[src/rtl/traffic_pkg.sv]
// Shared definitions for the multi-phase traffic controller: phase encoding
// and the one-hot {red,yellow,green} light patterns.
package traffic_pkg;

    typedef enum logic [2:0] {
        MAIN_GREEN  = 3'd0,
        MAIN_YELLOW = 3'd1,
        SIDE_GREEN  = 3'd2,
        SIDE_YELLOW = 3'd3,
        PED_WALK    = 3'd4
    } state_t;

    localparam logic [2:0] RED    = 3'b100;
    localparam logic [2:0] YELLOW = 3'b010;
    localparam logic [2:0] GREEN  = 3'b001;

endpackage

[src/rtl/multi_phase_traffic_controller_if.sv]
// Sensor, timing and light signals of the traffic controller.
// The master side drives sensors and durations; the slave is the controller.
interface multi_phase_traffic_controller_if #(
    parameter int NUM_SIDE = 2,
    parameter int TIME_W   = 4
);
    logic                  tick;
    logic [NUM_SIDE-1:0]   car_async;
    logic                  ped_async;
    logic [TIME_W-1:0]     time_main;
    logic [TIME_W-1:0]     time_side;
    logic [TIME_W-1:0]     time_yellow;
    logic [TIME_W-1:0]     time_walk;
    logic [2:0]            main_light;
    logic [3*NUM_SIDE-1:0] side_light;
    logic                  walk;
    logic [1:0]            active_side;
    logic [TIME_W-1:0]     timer_value;

    modport master (
        output tick, car_async, ped_async,
        output time_main, time_side, time_yellow, time_walk,
        input  main_light, side_light, walk, active_side, timer_value
    );

    modport slave (
        input  tick, car_async, ped_async,
        input  time_main, time_side, time_yellow, time_walk,
        output main_light, side_light, walk, active_side, timer_value
    );
endinterface

[src/rtl/rr_side_arbiter.sv]
// Sticky per-side request latches and round-robin selection of the next
// side to serve, starting just after the side served last.
module rr_side_arbiter #(
    parameter int NUM_SIDE = 2
) (
    input  logic                clock,
    input  logic                reset,
    input  logic [NUM_SIDE-1:0] car,
    input  logic                clr,
    input  logic [1:0]          clr_idx,
    input  logic [1:0]          last_served,
    output logic                any_pending,
    output logic [1:0]          winner
);
    logic [NUM_SIDE-1:0] pending;
    logic [NUM_SIDE-1:0] clr_mask;

    // Decode the side being granted this cycle into a clear mask.
    always_comb begin
        clr_mask = '0;
        for (int k = 0; k < NUM_SIDE; k++) begin
            clr_mask[k] = clr && (clr_idx == 2'(k));
        end
    end

    // Requests stick until their side is granted; a grant beats a new request.
    always_ff @(posedge clock) begin
        if (!reset) pending <= '0;
        else        pending <= (pending | car) & ~clr_mask;
    end

    assign any_pending = |pending;

    // Scan from farthest to nearest so the nearest pending side after
    // last_served is the one left in winner.
    always_comb begin
        winner = '0;
        for (int i = NUM_SIDE; i >= 1; i--) begin
            for (int k = 0; k < NUM_SIDE; k++) begin
                if (pending[k] && (k == (int'(last_served) + i) % NUM_SIDE)) winner = 2'(k);
            end
        end
    end
endmodule

[src/rtl/multi_phase_traffic_controller.sv]
// Main road / side road / pedestrian phase sequencer.
//
// state       | meaning
// MAIN_GREEN  | main road green, held until timer done and a request waits
// MAIN_YELLOW | main road clearing
// SIDE_GREEN  | side active_side green
// SIDE_YELLOW | side active_side clearing
// PED_WALK    | all roads red, walk lamp on
module multi_phase_traffic_controller
    import traffic_pkg::*;
#(
    parameter int NUM_SIDE = 2,
    parameter int TIME_W   = 4
) (
    input logic clock,
    input logic reset,
    multi_phase_traffic_controller_if.slave bus
);
    state_t              state;
    logic [TIME_W-1:0]   timer;
    logic [NUM_SIDE-1:0] car_s1, car_s2;
    logic                ped_s1, ped_s2;
    logic                ped_pending, ped_turn;
    logic [1:0]          last_served;
    logic                any_pending;
    logic [1:0]          winner;
    logic                expired, yel_done, pick_ped, enter_side, enter_ped;

    // Zero-length phases would never expire cleanly, so they run one tick.
    function automatic logic [TIME_W-1:0] dur(input logic [TIME_W-1:0] d);
        return (d == '0) ? TIME_W'(1) : d;
    endfunction

    function automatic logic [3*NUM_SIDE-1:0] side_lights(input logic [1:0] idx,
                                                          input logic [2:0] col);
        logic [3*NUM_SIDE-1:0] v;
        v = '0;
        for (int k = 0; k < NUM_SIDE; k++) v[3*k +: 3] = (idx == 2'(k)) ? col : RED;
        return v;
    endfunction

    // Two-flop synchronisers for the asynchronous sensors.
    always_ff @(posedge clock) begin
        if (!reset) begin
            car_s1 <= '0;
            car_s2 <= '0;
            ped_s1 <= 1'b0;
            ped_s2 <= 1'b0;
        end else begin
            car_s1 <= bus.car_async;
            car_s2 <= car_s1;
            ped_s1 <= bus.ped_async;
            ped_s2 <= ped_s1;
        end
    end

    assign expired    = bus.tick && (timer <= TIME_W'(1));
    assign yel_done   = (state == MAIN_YELLOW) && expired;
    assign pick_ped   = ped_pending && (ped_turn || !any_pending);
    assign enter_ped  = yel_done && pick_ped;
    assign enter_side = yel_done && !pick_ped && any_pending;

    rr_side_arbiter #(.NUM_SIDE(NUM_SIDE)) u_arb (
        .clock       (clock),
        .reset       (reset),
        .car         (car_s2),
        .clr         (enter_side),
        .clr_idx     (winner),
        .last_served (last_served),
        .any_pending (any_pending),
        .winner      (winner)
    );

    // Phase sequencing; lights are set alongside the state they belong to.
    always_ff @(posedge clock) begin
        if (!reset) begin
            state           <= MAIN_GREEN;
            timer           <= dur(bus.time_main);
            ped_pending     <= 1'b0;
            ped_turn        <= 1'b0;
            last_served     <= 2'(NUM_SIDE - 1);
            bus.active_side <= 2'd0;
            bus.main_light  <= GREEN;
            bus.side_light  <= side_lights(2'd0, RED);
            bus.walk        <= 1'b0;
        end else begin
            ped_pending <= enter_ped ? 1'b0 : (ped_pending | ped_s2);
            case (state)
                MAIN_GREEN: begin
                    if (expired && (any_pending || ped_pending)) begin
                        state          <= MAIN_YELLOW;
                        timer          <= dur(bus.time_yellow);
                        bus.main_light <= YELLOW;
                    end else if (bus.tick && timer != '0) begin
                        timer <= timer - 1'b1;
                    end
                end
                MAIN_YELLOW: begin
                    if (enter_ped) begin
                        state          <= PED_WALK;
                        timer          <= dur(bus.time_walk);
                        bus.main_light <= RED;
                        bus.walk       <= 1'b1;
                    end else if (enter_side) begin
                        state           <= SIDE_GREEN;
                        timer           <= dur(bus.time_side);
                        bus.main_light  <= RED;
                        bus.active_side <= winner;
                        bus.side_light  <= side_lights(winner, GREEN);
                    end else if (expired) begin
                        state          <= MAIN_GREEN;
                        timer          <= dur(bus.time_main);
                        bus.main_light <= GREEN;
                    end else if (bus.tick) begin
                        timer <= timer - 1'b1;
                    end
                end
                SIDE_GREEN: begin
                    if (expired) begin
                        state          <= SIDE_YELLOW;
                        timer          <= dur(bus.time_yellow);
                        bus.side_light <= side_lights(bus.active_side, YELLOW);
                    end else if (bus.tick) begin
                        timer <= timer - 1'b1;
                    end
                end
                SIDE_YELLOW: begin
                    if (expired) begin
                        state           <= MAIN_GREEN;
                        timer           <= dur(bus.time_main);
                        last_served     <= bus.active_side;
                        ped_turn        <= 1'b1;
                        bus.active_side <= 2'd0;
                        bus.main_light  <= GREEN;
                        bus.side_light  <= side_lights(2'd0, RED);
                    end else if (bus.tick) begin
                        timer <= timer - 1'b1;
                    end
                end
                PED_WALK: begin
                    if (expired) begin
                        state          <= MAIN_GREEN;
                        timer          <= dur(bus.time_main);
                        ped_turn       <= 1'b0;
                        bus.main_light <= GREEN;
                        bus.walk       <= 1'b0;
                    end else if (bus.tick) begin
                        timer <= timer - 1'b1;
                    end
                end
                default: begin
                    state           <= MAIN_GREEN;
                    timer           <= dur(bus.time_main);
                    bus.active_side <= 2'd0;
                    bus.main_light  <= GREEN;
                    bus.side_light  <= side_lights(2'd0, RED);
                    bus.walk        <= 1'b0;
                end
            endcase
        end
    end

    assign bus.timer_value = timer;
endmodule
[src/flat_wrapper.sv]
// flat-port wrapper written by rule: the top's interface ports become plain ports
module multi_phase_traffic_controller_flat import traffic_pkg::*;
#(
    parameter int NUM_SIDE = 2,
    parameter int TIME_W   = 4
)
  (clock, reset, bus_tick, bus_car_async, bus_ped_async, bus_time_main, bus_time_side, bus_time_yellow, bus_time_walk, bus_main_light, bus_side_light, bus_walk, bus_active_side, bus_timer_value);
  multi_phase_traffic_controller_if #(.NUM_SIDE(NUM_SIDE), .TIME_W(TIME_W)) bus_i ();
  input logic clock;
  input logic reset;
  input wire logic [$bits(bus_i.tick)-1:0] bus_tick;
  input wire logic [$bits(bus_i.car_async)-1:0] bus_car_async;
  input wire logic [$bits(bus_i.ped_async)-1:0] bus_ped_async;
  input wire logic [$bits(bus_i.time_main)-1:0] bus_time_main;
  input wire logic [$bits(bus_i.time_side)-1:0] bus_time_side;
  input wire logic [$bits(bus_i.time_yellow)-1:0] bus_time_yellow;
  input wire logic [$bits(bus_i.time_walk)-1:0] bus_time_walk;
  output wire logic [$bits(bus_i.main_light)-1:0] bus_main_light;
  output wire logic [$bits(bus_i.side_light)-1:0] bus_side_light;
  output wire logic [$bits(bus_i.walk)-1:0] bus_walk;
  output wire logic [$bits(bus_i.active_side)-1:0] bus_active_side;
  output wire logic [$bits(bus_i.timer_value)-1:0] bus_timer_value;
  assign bus_i.tick = bus_tick;
  assign bus_i.car_async = bus_car_async;
  assign bus_i.ped_async = bus_ped_async;
  assign bus_i.time_main = bus_time_main;
  assign bus_i.time_side = bus_time_side;
  assign bus_i.time_yellow = bus_time_yellow;
  assign bus_i.time_walk = bus_time_walk;
  assign bus_main_light = bus_i.main_light;
  assign bus_side_light = bus_i.side_light;
  assign bus_walk = bus_i.walk;
  assign bus_active_side = bus_i.active_side;
  assign bus_timer_value = bus_i.timer_value;
  multi_phase_traffic_controller #(.NUM_SIDE(NUM_SIDE), .TIME_W(TIME_W)) u_core (.clock(clock), .reset(reset), .bus(bus_i));
endmodule
[config.mk]
export PLATFORM = sky130hd
export DESIGN_NAME = multi_phase_traffic_controller_flat
export DESIGN_NICKNAME = d
export VERILOG_FILES = /design/src/rtl/traffic_pkg.sv /design/src/rtl/multi_phase_traffic_controller_if.sv /design/src/rtl/rr_side_arbiter.sv /design/src/rtl/multi_phase_traffic_controller.sv /design/src/flat_wrapper.sv
export SDC_FILE = /design/constraint.sdc
export NUM_CORES = 1
export LEC_CHECK = 0
export ABC_AREA = 0
export CAP_MARGIN = 20
export CORE_ASPECT_RATIO = 0.9
export CORE_MARGIN = 10
export CORE_UTILIZATION = 55
export DETAILED_ROUTE_END_ITERATION = 10
export GPL_ROUTABILITY_DRIVEN = 0
export GPL_TIMING_DRIVEN = 1
export PLACE_DENSITY = 0.85
export SLEW_MARGIN = 25
export SYNTH_ARGS = -nofsm -noshare
export SYNTH_HDL_FRONTEND = slang
export SYNTH_SLANG_ARGS = --single-unit
[constraint.sdc]
create_clock -name clock -period 3.8 [get_ports clock]
set_input_delay 0.95 -clock clock [delete_from_list [all_inputs] [get_ports clock]]
set_output_delay 0.95 -clock clock [all_outputs]
set_load 0.01 [all_outputs]
# Yosys cells after proc, flatten, opt, wreduce, memory -nomap -nowiden
# Cells that the tools add are included.
# word_totals
ff_bits	30
inputBits	22
out_inout_bits	16
wordCells	130
# classes
addsub	3
n_lt_le_gt_ge	1
eq_ne	16
n_mux	45
bitwise_logic	11
reduce_logical	40
# op_table
cell	n
4-bit 2-to-1 mux	12
3-bit 2-to-1 mux	13
32-bit logical NOT	1
6-bit 2-to-1 mux	4
3-bit one-hot mux with 4 select lines	2
6-bit one-hot mux with 4 select lines	1
4-bit logical NOT	4
4-bit one-hot mux with 4 select lines	1
1-bit logical AND	13
2-bit 2-to-1 mux	5
2-bit by 1-bit inequality test with 1-bit output, second input constant	5
2-bit OR reduction	4
3-bit by 2-bit equality test with 1-bit output, second input constant	2
2-bit one-hot mux with 3 select lines	1
2-bit AND reduction	3
3-bit AND reduction	2
3-bit OR reduction	2
1-bit inverter	5
5-bit AND reduction	1
2-bit by 1-bit equality test with 1-bit output, second input constant	2
2-bit equality test, first input constant	2
4-bit by 1-bit less-or-equal comparator with 1-bit output, second input constant	1
2-bit logical NOT	2
1-bit 2-to-1 mux	4
other kinds (19)	24

# Longest topological paths before layout
# logic_depth
word_depth	12
mapped_depth	9
mapped_depth_nobuf	8

# Cells and area by module
# A second synthesis with hierarchy kept.
# unflattened
hier_cells	229
area_unflattened_um2	1905.6
# by_module_without_submodules
module	instances	cells_each	area_each_um2
multi_phase_traffic_controller	1	217	1810.5
rr_side_arbiter	1	12	95.1

# Worst setup path after synthesis
# OpenSTA, ideal clock, no wires.
# synth_path
kind	input to register
startpoint	input port bus_tick
endpoint	register u_core.timer[3] (netlist: u_core.bus.timer_value[3]) (data pin)
setup_ps	254
arrival_ps	2063
path_slack_ps	1483
path_stages	6
path_cell_list	buf_2 nand4_4 mux2_4 a221oi_2 o211ai_1 o21a_1
# synth_via
elab_chain_cells	8
# synth_rtl
element	line_no	rtl
start, declared	flat_wrapper.sv:11	input wire logic [$bits(bus_i.tick)-1:0] bus_tick;
1-bit logical AND	multi_phase_traffic_controller.sv:57	assign expired = bus.tick && (timer <= TIME_W'(1));
1-bit logical AND	multi_phase_traffic_controller.sv:58	assign yel_done = (state == MAIN_YELLOW) && expired;
1-bit logical AND (2 in series)	multi_phase_traffic_controller.sv:61	assign enter_side = yel_done && !pick_ped && any_pending;
4-bit 2-to-1 mux	multi_phase_traffic_controller.sv:104	end else if (enter_side) begin
4-bit 2-to-1 mux	multi_phase_traffic_controller.sv:99	if (enter_ped) begin
4-bit one-hot mux with 4 select lines *	multi_phase_traffic_controller.sv:88	case (state)
4-bit 2-to-1 mux *	multi_phase_traffic_controller.sv:76	if (!reset) begin
end signal, assigned	multi_phase_traffic_controller.sv:78	timer <= dur(bus.time_main);
end signal, assigned	multi_phase_traffic_controller.sv:101	timer <= dur(bus.time_walk);
end signal, assigned	multi_phase_traffic_controller.sv:106	timer <= dur(bus.time_side);
end, declared	multi_phase_traffic_controller.sv:20	logic [TIME_W-1:0] timer;
# Mark *: on every way between the ends. The rest lies on a longest branch, timed or not.
# A chain may end at the register's enable or synchronous reset.

# Worst setup path after layout
# Same ends and word-level chain as after synthesis.

==> reports/qor.json <==
{
  "timing": {
    "period_needed_ps": 2810,
    "finalSetupViolations": 0,
    "grt_setup_unrepaired": "no",
    "max_slew.worst_pin.slew_ps": 943,
    "holdWs_ps": 439,
    "max_freq_mhz": 356,
    "report.final.hold_viol_count": 0,
    "fin_setup_tns_ps": 0,
    "finClkSkew_ps": 5.21,
    "period_utilization_pct": 73.8,
    "worst_slew_margin_rel_pct": 37.1,
    "timing_max_transition_violations_final": 0
  },
  "floorplanning": {
    "std_cell_rows": 19,
    "fp.coreArea_mm2": 0.00309,
    "io_pins": 38,
    "die_w_um": 80.4,
    "floorplan.initialDensity_pct": 58.3,
    "dieArea_mm2": 0.00597,
    "fp.dieH_um": 74.3
  },
  "logic_synthesis": {
    "syn_nets": 242,
    "netlist_top_cells_area": "dfxtp_1, edfxtp_1, nor3_1, a21oi_1, nand2_1",
    "number_of_enable_flip_flop_cells_after_synthesis": 4,
    "syn_avg_cell_area_um2": 8.31,
    "synth-warning-count": 0,
    "synth_compound_gate_area_share_pct": 23.2,
    "ys_types": 57,
    "yosys.area.top_type_share_pct": 27.8,
    "synthesis.instances": 217,
    "seq_area_frac_synth_pct": 34.4,
    "synth_xor_area_share_pct": 1.46,
    "synth.most_common_cell": "dfxtp_1",
    "synth_top_family_by_area": "simple AND/OR/NAND/NOR gates",
    "netlist.top_cell.by_area": "dfxtp_1",
    "cell_area_after_technology_mapping_mm2": 0.00180,
    "synthAdderAreaFrac_pct": 2.08,
    "post_synth_most_frequent_cells": "dfxtp_1, nand2_1, nor2_1",
    "synth-main-ff-cell": "dfxtp_1",
    "fraction_of_synthesized_area_in_multiplexers_pct": 4.23,
    "synthesis_stage_register_bit_count": 29,
    "asyncSetResetFlopFracSynth_pct": 0,
    "synthSimpleGateAreaFrac_pct": 30.1
  },
  "setup_path": {
    "cp-start-kind": "input pin",
    "path_cells": "clkdlybuf4s50_1 -> nand4_4 -> mux2_4 -> a221oi_2 -> o211ai_1 -> o21a_1",
    "critical_path.endpoint_type": "flip-flop",
    "path_max_fanout": 10,
    "cp_data_required_time_ps": 3890,
    "cp_top_family": "buffers and inverters",
    "cp_slowest_stage_delay_ps": 750,
    "cp.buffers_inverters": 1,
    "critical-path-slowest-cell": "clkdlybuf4s50_1",
    "critPathKind": "input pin to flip-flop",
    "worst-endpoint-arrival_ps": 2890
  },
  "clock_tree": {
    "tritoncts_clock_tree": "built",
    "cts.repair.resized": 0,
    "postCtsSetupBuffers": 0,
    "clk_latency_ps": 330,
    "clock_tree.htree_level_count": 2,
    "master_cell_of_the_clock_root_buffer": "clkbuf_4",
    "cts.reportedPaths.clkPinSlew_ps": 90,
    "post_cts_hold_buffer_count": 0,
    "cts-buffers-inserted": 5,
    "clock_path_buffers": 2,
    "tritoncts_num_sinks": 29
  },
  "placed_design": {
    "detailedPlacementHpwl_um": 3500,
    "port_buffers": 36
  },
  "pwr": {
    "powerDensity_mw_per_mm2": 346,
    "total_leakage_power_nw": 0.767,
    "max_ir_drop_vdd_v": 0.000263
  },
  "route": {
    "final_antenna_net_count": 0,
    "wire_per_inst_um": 16.1,
    "vias_per_cell": 5.97,
    "detailedRoute.firstPassIterationCount": 5,
    "via_count": 1732,
    "detail_route.drc_violations": 0,
    "finalWirelength_um": 4680,
    "dr.first_iter.drc_count": 217
  },
  "global_route": {
    "number_of_global_route_vias_before_repair": 1571,
    "grt_first_pass_wirelength_um": 7650,
    "antenna_found_initial": 0,
    "grt-ovfl-total": 0,
    "grt_use_total_pct": 15.8,
    "grt_start_max_net_pins": 28
  },
  "cells_and_area": {
    "flow.area_growth_from_synthesis_pct": 23.9,
    "final_net_count": 272,
    "ratio_of_cells_with_drive_above_1_in_the_final_layout_pct": 8.87,
    "num-fill-cells": 254,
    "count_of_antenna_diodes_in_the_layout": 0
  },
  "status": {
    "result_of_the_run": "finished clean"
  },
  "job": {
    "max_cap_violations": 0
  },
  "hold_path": {
    "worstHoldPathType": "flip-flop to flip-flop"
  }
}
[state kept, by name, summed over array words and instances, names as in the netlist]
name                    flops
u_core.ped_pending          1
u_core.car_s2               2
u_core.bus.walk             1
u_core.ped_turn             1
u_core.ped_s1               1
u_core.bus.main_light       3
u_core.u_arb.pending        2
u_core.state                3
u_core.bus.timer_value      4
u_core.last_served          1
u_core.bus.side_light       6
u_core.bus.active_side      1
u_core.ped_s2               1
u_core.car_s1               2
[metal layers]
layer  share of wire [%]  wire [um]  global-route usage (%)  vias to the layer above
met4                 2.2        103                    5.66                        0
met5                   0          0                       0                        -
met2                  47       2180                    24.8                       74
met3                 8.0        374                    4.94                       14
met1                  43       2020                    20.1                      795
li1                    -          -                       -                      849
[area by class of cell]
cell class	instances	area [um^2]	share of cell area [%]
multi-input combinational	172	1100	49.5
sequential	29	621	27.8
timing repair buffer	37	368	16.5
clock buffer	8	80.1	3.59
tap	42	52.6	2.35
inverter	2	7.51	0.336
[final timing paths]
kind                              from                   endpoint  slack [ps]  cells past startpoint
min                   u_core.car_s1[1]           u_core.car_s2[1]         440                      1
min reg2reg           u_core.car_s1[1]           u_core.car_s2[1]         440                      1
max                           bus_tick  u_core.bus.timer_value[3]         990                      6
max reg2reg  u_core.bus.timer_value[0]  u_core.bus.timer_value[3]        1390                      8
[cells in the final DEF (no fill, tap or decap), drive strengths merged, types with 5 or more instances in the layout]
cell type,netlist,final
nor3,17,17
nand2,18,18
nor2,21,21
dfxtp,25,25
mux2i,5,5
and2,9,9
a21oi,16,16
clkdlybuf4s50,0,36
a21boi,5,5
o21ai,17,17
a31oi,6,6
nor2b,8,8
clkbuf,4,8
[through the flow]
stage / utilization, % / setup WS (ps) / total power, mW / area (um^2) / instances
floorplan: - / 1480 / 0.471 / 1800 / 217
global placement: 69.7 / 710 / 0.542 / 2150 / 282
detailed placement: 69.7 / 705 / 0.543 / 2150 / 282
CTS: 72.3 / 1020 / 0.777 / 2230 / 290
global route: 72.3 / 890 / 0.813 / 2230 / 290
finish: 72.3 / 995 / 0.774 / 2230 / 290
[cell families after synthesis]
family,count (synthesis)
adder cells (fa/ha/maj),3
other,1
flip-flops,29
multiplexers,7
AND/OR/NAND/NOR,94
XOR/XNOR,3
AO/OA/AOI/OAI,64
buffers and inverters,16
[power by group]
part	switching [mW]	internal (mW)
Combinational	0.0951	0.0945
Clock	0.104	0.131
Sequential	0.0208	0.329
Total	0.220	0.554
[worst register-to-register path, stage by stage, from the launching register on]
cell and delay [ps]:
edfxtp_1 480, inv_1 100, ha_1 260, or2_4 280, nand4_4 170, mux2_4 340, a221oi_2 270, o211ai_1 140
o21a_1 130
(Power assumes the default switching activity.)
==> variant, RTL diff (same flow settings) <==
`NUM_SIDE` is set to 2 in 4 places; all go to 1.
--- a/src/rtl/multi_phase_traffic_controller_if.sv
+++ b/src/rtl/multi_phase_traffic_controller_if.sv
@@ -1,7 +1,7 @@
 // Sensor, timing and light signals of the traffic controller.
 // The master side drives sensors and durations; the slave is the controller.
 interface multi_phase_traffic_controller_if #(
-    parameter int NUM_SIDE = 2,
+    parameter int NUM_SIDE = 1,
     parameter int TIME_W   = 4
 );
     logic                  tick;
--- a/src/rtl/rr_side_arbiter.sv
+++ b/src/rtl/rr_side_arbiter.sv
@@ -1,7 +1,7 @@
 // Sticky per-side request latches and round-robin selection of the next
 // side to serve, starting just after the side served last.
 module rr_side_arbiter #(
-    parameter int NUM_SIDE = 2
+    parameter int NUM_SIDE = 1
 ) (
     input  logic                clock,
     input  logic                reset,
--- a/src/rtl/multi_phase_traffic_controller.sv
+++ b/src/rtl/multi_phase_traffic_controller.sv
@@ -9,7 +9,7 @@
 module multi_phase_traffic_controller
     import traffic_pkg::*;
 #(
-    parameter int NUM_SIDE = 2,
+    parameter int NUM_SIDE = 1,
     parameter int TIME_W   = 4
 ) (
     input logic clock,
--- a/src/flat_wrapper.sv
+++ b/src/flat_wrapper.sv
@@ -1,7 +1,7 @@
 // flat-port wrapper written by rule: the top's interface ports become plain ports
 module multi_phase_traffic_controller_flat import traffic_pkg::*;
 #(
-    parameter int NUM_SIDE = 2,
+    parameter int NUM_SIDE = 1,
     parameter int TIME_W   = 4
 )
   (clock, reset, bus_tick, bus_car_async, bus_ped_async, bus_time_main, bus_time_side, bus_time_yellow, bus_time_walk, bus_main_light, bus_side_light, bus_walk, bus_active_side, bus_timer_value);
Interface: changed (resized bus_car_async and bus_side_light); port bits go from 38 to 34. The function was not compared with the original's and may differ.
==> variant against the unedited design <==
  * Final area decreased by 18%
  * Sequential cell count decreased by 8
  * Setup slack got worse by 62 ps
  * Power decreased by 32%
  * Worst hold slack improved by 10 ps
  * Sequential power decreased by 25%
  * Largest cell class unchanged
  * Clock power decreased by 52%
  * Routed wire length decreased by 8.9%
  * Synthesized area decreased by 16%
  * Critical endpoint is now u_core.bus.timer_value[1]$_DFFE_PP_
  * Via count decreased by 8.7%
  * Utilization increased by 0.10 points
==> variant: results (changes against the unedited design) <==
metric,value,unit,change
Critical Path Max Stage Delay,610,ps,-140 ps
CP Data Arrival Time,2950,ps,+60 ps
max FFs per register,4,,-2
Hold Path End,u_core.ped_s2$_SDFF_PN0_,,
cts bufs inserted,3,,-2
htree depth,1,,-1
GRT Util Overall,0.157,,-0.00105
global routing usage on met2,0.256,,+0.00791
met3 usage,0.0442,,-0.00518
first-pass GRT wire length,6.85,mm,-10%
VDD IR max,0.211,mV,-20%
Hold Crit Class,flip-flop to flip-flop,,
vias in the first global route,1493,,-5.0%
fillers,213,,-16%
NumNets Final,244,,-10%
layout cell share with drive strength beyond 1,0.0913,,+0.00261
R2R Path End,u_core.bus.timer_value[3]$_DFFE_PP_,,
Worst Skew,5.14,ps,-0.0646 ps
clock slew at reported path FFs,120,ps,+30 ps
Post-synth top cells,"nor2_1, nand2_1, dfxtp_1",,
PortBufs,31,,-14%
Synth area leaders,"dfxtp_1, edfxtp_1, nor2_1",,
crit-path max FO,8,,-2
clock latency on the worst-skew pair,310,ps,-20 ps
cell family with most CP delay,simple AND/OR/NAND/NOR gates,,
min-delay src,u_core.ped_s1$_SDFF_PN0_,,
DP Wirelength,3.30,mm,-5.7%
Setup WS pre-CTS,620,ps,-84.8 ps
routing usage on met1,0.189,,-0.0121
R2R cell count,7,,-1
Netlist cell types,53,,-7.0%
status,"finished, final reports clean",,
Root Buffer,clkbuf_4,,
Reg2Reg Setup Slack,1440,ps,+50 ps
Post-synth EDFFs,4,,unchanged
Lkg Pwr,0.647,nW,-16%
DR WL/cell,17.3,microns,+7.0%
postcts setup bufs,0,,unchanged
Post-synth top flop,dfxtp_1,,
Vias/cell,6.40,,+7.2%
Iter 0 DRT Violations,167,,-23%
largest net degree at the start of global routing,22,,-21%
total of cells resized after clock tree synthesis,0,,unchanged
"Seq/Total Area, Yosys",0.305,,-0.0391
worst-margin pin slew,728,ps,-214 ps
-- variant: worst register-to-register path: stages, from the launching register on --
cell      delay, ps
edfxtp_1        490
inv_1           100
ha_1            270
or2_2           360
nand3_2         160
mux2_2          350
a221oi_1        300
a21oi_1         100
-- variant: worst max path at each step --
stage             start  slack (ps)                             endpoint  cells after the start
5_1_grt        bus_tick         850  u_core.bus.timer_value[1]$_DFFE_PP_                      6
4_1_cts        bus_tick         950  u_core.bus.timer_value[1]$_DFFE_PP_                      6
3_5_place_dp   bus_tick         620  u_core.bus.timer_value[1]$_DFFE_PP_                      6
2_1_floorplan  bus_tick        1280  u_core.bus.timer_value[1]$_DFFE_PP_                      6
6_report       bus_tick         930  u_core.bus.timer_value[1]$_DFFE_PP_                      6
3_3_place_gp   bus_tick         710  u_core.bus.timer_value[1]$_DFFE_PP_                      6
-- variant: layout make-up --
class	count	area (sq um)	area share
Multi-Input combinational cell	156	965	0.527
Sequential cell	21	460	0.251
Timing Repair Buffer	33	325	0.178
Tap cell	28	35.0	0.0191
Clock buffer	3	22.5	0.0123
Inverter	5	18.8	0.0102
Clock inverter	1	5.00	0.00273
-- variant: kinds of logic (layout without fill, tap and decap cells) --
logic type / after synthesis / in the layout / share of synthesized area
XOR/XNOR: 4 / 4 / 0.0232
AO/OA/AOI/OAI: 60 / 60 / 0.264
adder cells (fa/ha/maj): 6 / 6 / 0.0456
multiplexers: 3 / 3 / 0.0216
buffers and inverters: 20 / 42 / 0.0580
other: 1 / 2 / 0.00249
AND/OR/NAND/NOR: 81 / 81 / 0.280
flip-flops: 21 / 21 / 0.305
-- variant: stage by stage --
step | area, sq um | total power, W | hold WS [ps] | std cells | util
2_1_floorplan | 1510 | 0.000352 | 412 | 197 | -
3_3_place_gp | 1800 | 0.000411 | 416 | 243 | 0.713
3_5_place_dp | 1800 | 0.000418 | 425 | 243 | 0.713
4_1_cts | 1830 | 0.000529 | 455 | 247 | 0.724
5_1_grt | 1830 | 0.000556 | 488 | 247 | 0.724
6_report | 1830 | 0.000528 | 449 | 247 | 0.724
-- variant: routing by layer --
layer  share of wire  up-vias
li1                -      756
met1            0.40      723
met2            0.48       92
met3            0.10       11
met4           0.017        0
met5               0        -
-- variant: where the power goes --
part | total [W] | internal [W] | switching [W]
combinational | 0.000154 | 0.0000801 | 0.0000740
clock | 0.000113 | 0.0000394 | 0.0000732
sequential | 0.000262 | 0.000244 | 0.0000180
total | 0.000528 | 0.000363 | 0.000165
